## src/rtl/chip_emulator.sv

```systemverilog
// chip_emulator: behavioural 74xx responder for the 14-pin DIP chip checker.
// Ports: Clk/Reset, Enable, Chip_Sel, Fault_Mode/Fault_Gate, Pin_In -> Pin_Out/Pin_OE,
//        Vec_Count, State_O, Unsup.
module chip_emulator #(
   parameter int unsigned DELAY = 2,
   parameter int unsigned CNT_W = 16
) (
   input  logic             Clk,
   input  logic             Reset,
   input  logic             Enable,
   input  logic [2:0]       Chip_Sel,
   input  logic [1:0]       Fault_Mode,
   input  logic [2:0]       Fault_Gate,
   input  logic [13:0]      Pin_In,
   output logic [13:0]      Pin_Out,
   output logic [13:0]      Pin_OE,
   output logic [CNT_W-1:0] Vec_Count,
   output logic [1:0]       State_O,
   output logic             Unsup
);

   typedef enum logic [1:0] {
      S_IDLE  = 2'd0,
      S_ARM   = 2'd1,
      S_RUN   = 2'd2,
      S_UNSUP = 2'd3
   } state_t;

   localparam logic [2:0] C7400 = 3'd1;
   localparam logic [2:0] C7402 = 3'd2;
   localparam logic [2:0] C7404 = 3'd3;
   localparam logic [2:0] C7410 = 3'd4;
   localparam logic [2:0] C7420 = 3'd5;
   localparam logic [2:0] C7427 = 3'd6;

   localparam logic [1:0] F_SA0 = 2'd1;
   localparam logic [1:0] F_SA1 = 2'd2;
   localparam logic [1:0] F_INV = 2'd3;

   state_t           state_q, state_d;
   logic [2:0]       sel_q;
   logic [13:0]      in_q, in_prev_q;
   logic [1:0]       fm_q;
   logic [2:0]       fg_q;
   logic [3:0]       arm_cnt_q, arm_cnt_d;
   logic [CNT_W-1:0] vec_q, vec_d;
   logic [13:0]      dl_q [DELAY];

   logic [5:0]       g_raw, g_flt;
   logic [2:0]       n_gates;
   logic [13:0]      omask, imask, res_d;
   logic             sel_chg, sel_ok, arm_clr, in_chg, run;

   function automatic logic supported(input logic [2:0] s);
      return (s >= C7400) && (s <= C7427);
   endfunction

   // Gate evaluation and pin masks for the registered chip selection.
   always_comb begin
      g_raw   = '0;
      n_gates = 3'd0;
      omask   = '0;
      imask   = '0;
      case (sel_q)
         C7400: begin
            g_raw[0] = ~(in_q[0] & in_q[1]);
            g_raw[1] = ~(in_q[3] & in_q[4]);
            g_raw[2] = ~(in_q[9] & in_q[8]);
            g_raw[3] = ~(in_q[12] & in_q[11]);
            n_gates  = 3'd4;
            omask    = 14'h04A4;
            imask    = 14'h1B1B;
         end
         C7402: begin
            g_raw[0] = ~(in_q[1] | in_q[2]);
            g_raw[1] = ~(in_q[4] | in_q[5]);
            g_raw[2] = ~(in_q[7] | in_q[8]);
            g_raw[3] = ~(in_q[10] | in_q[11]);
            n_gates  = 3'd4;
            omask    = 14'h1209;
            imask    = 14'h0DB6;
         end
         C7404: begin
            g_raw[0] = ~in_q[0];
            g_raw[1] = ~in_q[2];
            g_raw[2] = ~in_q[4];
            g_raw[3] = ~in_q[8];
            g_raw[4] = ~in_q[10];
            g_raw[5] = ~in_q[12];
            n_gates  = 3'd6;
            omask    = 14'h0AAA;
            imask    = 14'h1515;
         end
         C7410: begin
            g_raw[0] = ~(in_q[0] & in_q[1] & in_q[12]);
            g_raw[1] = ~(in_q[2] & in_q[3] & in_q[4]);
            g_raw[2] = ~(in_q[8] & in_q[9] & in_q[10]);
            n_gates  = 3'd3;
            omask    = 14'h08A0;
            imask    = 14'h171F;
         end
         C7420: begin
            g_raw[0] = ~(in_q[0] & in_q[1] & in_q[3] & in_q[4]);
            g_raw[1] = ~(in_q[8] & in_q[9] & in_q[11] & in_q[12]);
            n_gates  = 3'd2;
            omask    = 14'h00A0;
            imask    = 14'h1B1B;
         end
         C7427: begin
            g_raw[0] = ~(in_q[0] | in_q[1] | in_q[12]);
            g_raw[1] = ~(in_q[2] | in_q[3] | in_q[4]);
            g_raw[2] = ~(in_q[8] | in_q[9] | in_q[10]);
            n_gates  = 3'd3;
            omask    = 14'h08A0;
            imask    = 14'h171F;
         end
         default: ;
      endcase
   end

   // A gate index beyond this chip's gate count leaves all gates untouched.
   always_comb begin
      g_flt = g_raw;
      if (fg_q < n_gates) begin
         case (fm_q)
            F_SA0:   g_flt[fg_q] = 1'b0;
            F_SA1:   g_flt[fg_q] = 1'b1;
            F_INV:   g_flt[fg_q] = ~g_raw[fg_q];
            default: ;
         endcase
      end
   end

   // Place gate outputs on their pins.
   always_comb begin
      res_d = '0;
      case (sel_q)
         C7400, C7402: begin
            if (sel_q == C7400) begin
               res_d[2]  = g_flt[0];
               res_d[5]  = g_flt[1];
               res_d[7]  = g_flt[2];
               res_d[10] = g_flt[3];
            end else begin
               res_d[0]  = g_flt[0];
               res_d[3]  = g_flt[1];
               res_d[9]  = g_flt[2];
               res_d[12] = g_flt[3];
            end
         end
         C7404: begin
            res_d[1]  = g_flt[0];
            res_d[3]  = g_flt[1];
            res_d[5]  = g_flt[2];
            res_d[7]  = g_flt[3];
            res_d[9]  = g_flt[4];
            res_d[11] = g_flt[5];
         end
         C7410, C7427: begin
            res_d[11] = g_flt[0];
            res_d[5]  = g_flt[1];
            res_d[7]  = g_flt[2];
         end
         C7420: begin
            res_d[5] = g_flt[0];
            res_d[7] = g_flt[1];
         end
         default: ;
      endcase
   end

   assign sel_chg = (sel_q != Chip_Sel);
   assign sel_ok  = supported(Chip_Sel);
   assign in_chg  = |((in_q ^ in_prev_q) & imask);

   // Mode sequencing; Enable low wins from any state.
   always_comb begin
      state_d = state_q;
      arm_clr = 1'b0;
      if (!Enable) begin
         state_d = S_IDLE;
      end else begin
         unique case (state_q)
            S_IDLE, S_UNSUP: begin
               if (sel_ok) begin
                  state_d = S_ARM;
                  arm_clr = 1'b1;
               end else begin
                  state_d = S_UNSUP;
               end
            end
            S_ARM, S_RUN: begin
               if (sel_chg) begin
                  if (sel_ok) begin
                     state_d = S_ARM;
                     arm_clr = 1'b1;
                  end else begin
                     state_d = S_UNSUP;
                  end
               end else if (state_q == S_ARM && arm_cnt_q == 4'(DELAY)) begin
                  state_d = S_RUN;
               end
            end
         endcase
      end
   end

   always_comb begin
      arm_cnt_d = arm_cnt_q;
      vec_d     = vec_q;
      if (arm_clr) begin
         arm_cnt_d = '0;
         vec_d     = '0;
      end else begin
         if (state_q == S_ARM)
            arm_cnt_d = arm_cnt_q + 4'd1;
         if (state_q == S_RUN && in_chg && vec_q != '1)
            vec_d = vec_q + 1'b1;
      end
   end

   always_ff @(posedge Clk or posedge Reset) begin
      if (Reset) begin
         state_q   <= S_IDLE;
         sel_q     <= '0;
         in_q      <= '0;
         in_prev_q <= '0;
         fm_q      <= '0;
         fg_q      <= '0;
         arm_cnt_q <= '0;
         vec_q     <= '0;
      end else begin
         state_q   <= state_d;
         sel_q     <= Chip_Sel;
         in_q      <= Pin_In;
         in_prev_q <= in_q;
         fm_q      <= Fault_Mode;
         fg_q      <= Fault_Gate;
         arm_cnt_q <= arm_cnt_d;
         vec_q     <= vec_d;
      end
   end

   // Propagation-delay line.
   always_ff @(posedge Clk or posedge Reset) begin
      if (Reset) begin
         for (int i = 0; i < int'(DELAY); i++)
            dl_q[i] <= '0;
      end else begin
         dl_q[0] <= res_d;
         for (int i = 1; i < int'(DELAY); i++)
            dl_q[i] <= dl_q[i-1];
      end
   end

   // Outputs decode straight from registers so Reset releases pins at once.
   assign run       = (state_q == S_RUN);
   assign Pin_OE    = run ? omask : '0;
   assign Pin_Out   = run ? (dl_q[DELAY-1] & omask) : '0;
   assign Vec_Count = vec_q;
   assign State_O   = state_q;
   assign Unsup     = (state_q == S_UNSUP);

endmodule
```

## config.mk

```make
export PLATFORM = sky130hd
export DESIGN_NAME = chip_emulator
export DESIGN_NICKNAME = d
export VERILOG_FILES = /design/src/rtl/chip_emulator.sv
export SDC_FILE = /design/constraint.sdc
export NUM_CORES = 1
export LEC_CHECK = 0
export CORE_MARGIN = 5
export CORE_UTILIZATION = 47
export CTS_CLUSTER_SIZE = 30
export DETAILED_ROUTE_END_ITERATION = 10
export PLACE_DENSITY = 0.83
export SYNTH_ARGS = -nofsm -noshare
export SYNTH_HDL_FRONTEND = slang
export SYNTH_SLANG_ARGS = --single-unit
```

## constraint.sdc

```tcl
create_clock -name Clk -period 2.75 [get_ports Clk]
set_input_delay 0.275 -clock Clk [delete_from_list [all_inputs] [get_ports Clk]]
set_output_delay 0.275 -clock Clk [all_outputs]
set_load 0.01 [all_outputs]
```

==> results.py <==
metrics = {
    "worst_setup_path": {
        "reg2reg_to": "Vec_Count[12]$_DFFE_PP0P_",
        "r2r_start": "sel_q[2]$_DFF_PP0_",
        "cpMaxStageDelayCell": "clkdlybuf4s50_1",
        "crit_family": "buffers and inverters",
        "worstRegToRegCells": 8,
        "critPathArrivalTime_ns": 2.29,
        "path_buf_inv": 2,
        "endpoint_kind": "output pin",
        "path_class": "reg2out",
        "crit_path_max_fanout": 19,
        "startpoint": "sel_q[0]$_DFF_PP0_",
        "r2r_setup_slack_ns": 0.23,
        "crit_path_start_kind": "flop",
        "critical_path_required_ns": 2.48,
        "cp_cell_sequence": "buf_4 -> nor2b_4 -> nor2b_1 -> and3_1 -> clkdlybuf4s50_1",
        "slowest_delay_ns": 0.53,
    },
    "grt": {
        "grt_antenna_before_repair": 0,
        "grt-ovfl-total": 0,
        "grt_max_degree": 75,
        "grt_pass1_vias": 2684,
        "grtUsageTotal": 0.169,
        "grt_pass1_wl_mm": 13.1,
    },
    "synth": {
        "netlist-cell-type-count": 55,
        "synth_top_area_frac": 0.511,
        "synth_area_um2": 3620,
        "synth_area_leaders": "dfrtp_1 (51%), xor2_1 (4.6%), nor2_1 (3.7%)",
        "ys_warn_count": 0,
        "synth_area_leader_cell": "dfrtp_1",
        "syn_inst": 353,
        "avgSynthCellArea_um2": 10.3,
        "synth-edff-count": 0,
        "ys.flop_type": "dfrtp_1",
        "yosysSeqAreaShare": 0.511,
        "ys_ff_latch": 74,
        "async_flop_share": 1.00,
    },
    "final_layout": {
        "layout_commonest_cell": "dfrtp_1",
        "syn2layout_area_growth_pct": 25.1,
        "layout_common_cells": "dfrtp_1 (74), clkdlybuf4s50_1 (61), nor2_1 (36)",
        "utilization": 0.596,
        "final_layout_size_suffix_gt1_frac": 0.0969,
        "antenna_cells": 0,
        "nFillCells": 616,
        "nNetsFinal": 453,
        "design_area_um2": 4530,
    },
    "cts": {
        "cts-root-buf": "clkbuf_8",
        "clock_latency_ns": 0.34,
        "cts.sinks": 74,
        "h-tree-depth": 3,
        "cts_buffer_depth": 2,
        "cts_buffers": 9,
        "cts_tree": "built",
        "clk_pin_slew_ns": 0.08,
    },
    "sta": {
        "tightestPinTransition_ns": 0.682,
        "period_share": 0.932,
        "finalClockSkew_ns": 0.00947,
        "post-route-min-period_ns": 2.56,
        "finalSetupTns_ns": 0,
        "grt_setup_unrepaired": "no",
        "max-slew-margin-rel": 0.543,
        "setup-violations-final": 0,
        "hold_viol": 0,
        "fmax_mhz": 390,
        "report.final.slew_viol_count": 0,
    },
    "detailed_routing": {
        "met1_length_mm": 3.48,
        "via_count": 2775,
        "wl_mm": 7.73,
        "via_per_inst": 5.29,
        "drc": 0,
        "ant_nets": 0,
        "drtIter0Drc": 214,
        "routed-wl-met2_mm": 3.72,
        "met3_wirelength_um": 436,
        "dr.pass1.iters": 5,
        "routed.top_layer": "met4",
        "wl_per_cell_um": 14.7,
    },
    "placement": {
        "dp_hpwl_mm": 5.65,
        "place.gp.congestion": 0.855,
        "place_area_um2": 4350,
        "port_buffers": 61,
    },
    "die": {
        "die_h_um": 97.8,
        "core_area_um2": 7610,
        "initial_core_util": 0.476,
        "die-width_um": 97.8,
        "io_pins": 72,
        "die_area_um2": 9560,
        "fp-row-count": 32,
    },
    "job": {
        "drv_cap": 0,
    },
    "power": {
        "p_leak_uw": 0.00199,
        "powerDensity_nw_per_um2": 490,
        "vdd_ir_drop_max_mv": 0.336,
    },
    "outcome": {
        "status": "finished, final reports clean",
    },
    "hold_path": {
        "worstHoldPathType": "in2async",
    },
}
metrics by stage:
stage,instances,hold WS (ns),total power [uW],setup WS [ns]
finish,525,0.323,2220,0.188
global route,525,0.354,2330,0.00265
CTS,525,0.339,2250,0.00620
detailed placement,511,0.336,1540,0.195
global placement,511,0.331,1520,0.267
floorplan,360,0.306,1420,0.0209
cell type report:
type                    instances  area, um^2  area share
flip-flops and latches         74        1850       0.409
inverters                       9        33.8     0.00745
well taps                     102         128      0.0282
clock buffers                  11         141      0.0312
repair buffers                 74         721       0.159
multi-input cells             252        1640       0.362
clock inverters                 3        17.5     0.00386
worst min-delay path: stages:
cell and delay (ns):
clkdlybuf4s50_1 0.41, inv_2 0.07, buf_12 0.31
power by group:
part	internal [uW]	switching (uW)
sequential	1140	49.7
clock	339	364
combinational	152	175
sequential cells by signal (all words and copies together), names as in the netlist:
register	count
fm_q	2
dl_q	20
sel_q	3
fg_q	3
in_prev_q	12
in_q	12
Vec_Count	16
arm_cnt_q	4
State_O	2
kinds of logic (layout without fill, tap and decap cells):
family	after synthesis	after routing	synth area share
AOI/OAI and AO/OA	55	55	0.112
adders and majority gates	8	8	0.0276
other	1	8	0.00104
DFF	74	74	0.511
xor gates and xnor gates	31	31	0.0750
buffers and inverters	34	97	0.0487
and+or+nand+nor	146	146	0.213
muxes	4	4	0.0114
synth_stat cells (all sizes together) (3+ instances only):
master / number
ha: 8
mux2i: 3
inv: 9
a21oi: 11
o21ai: 10
or3: 3
nand2: 27
nand2b: 4
and3: 12
buf: 16
nor3: 4
nand4: 6
xor2: 19
o21a: 3
xnor2: 12
nand3: 16
o211ai: 6
dfrtp: 74
o32ai: 3
and2: 12
clkbuf: 9
o31a: 3
nor2b: 11
nand4b: 3
nor2: 36
routing by layer:
metal / vias up / global-route usage
li1: 1329 / -
met1: 1343 / 0.233
met2: 95 / 0.266
met3: 8 / 0.0336
met4: 0 / 0.0639
met5: - / 0
worst max path at each step:
stage	endpoint	cells past startpoint
floorplan	dl_q[19]$_DFF_PP0_	11
detailed placement	dl_q[19]$_DFF_PP0_	9
finish	Pin_Out[2]	5
global route	Pin_Out[0]	6
global placement	dl_q[19]$_DFF_PP0_	9
CTS	Pin_Out[10]	5
timing repair:
action	4_1_cts	5_1_grt
buffers inserted	0	0
resized for setup	0	6
hold buffers	0	0
endpoints found under the setup margin	0	11
No activity file was read; power rests on OpenSTA's default activity.
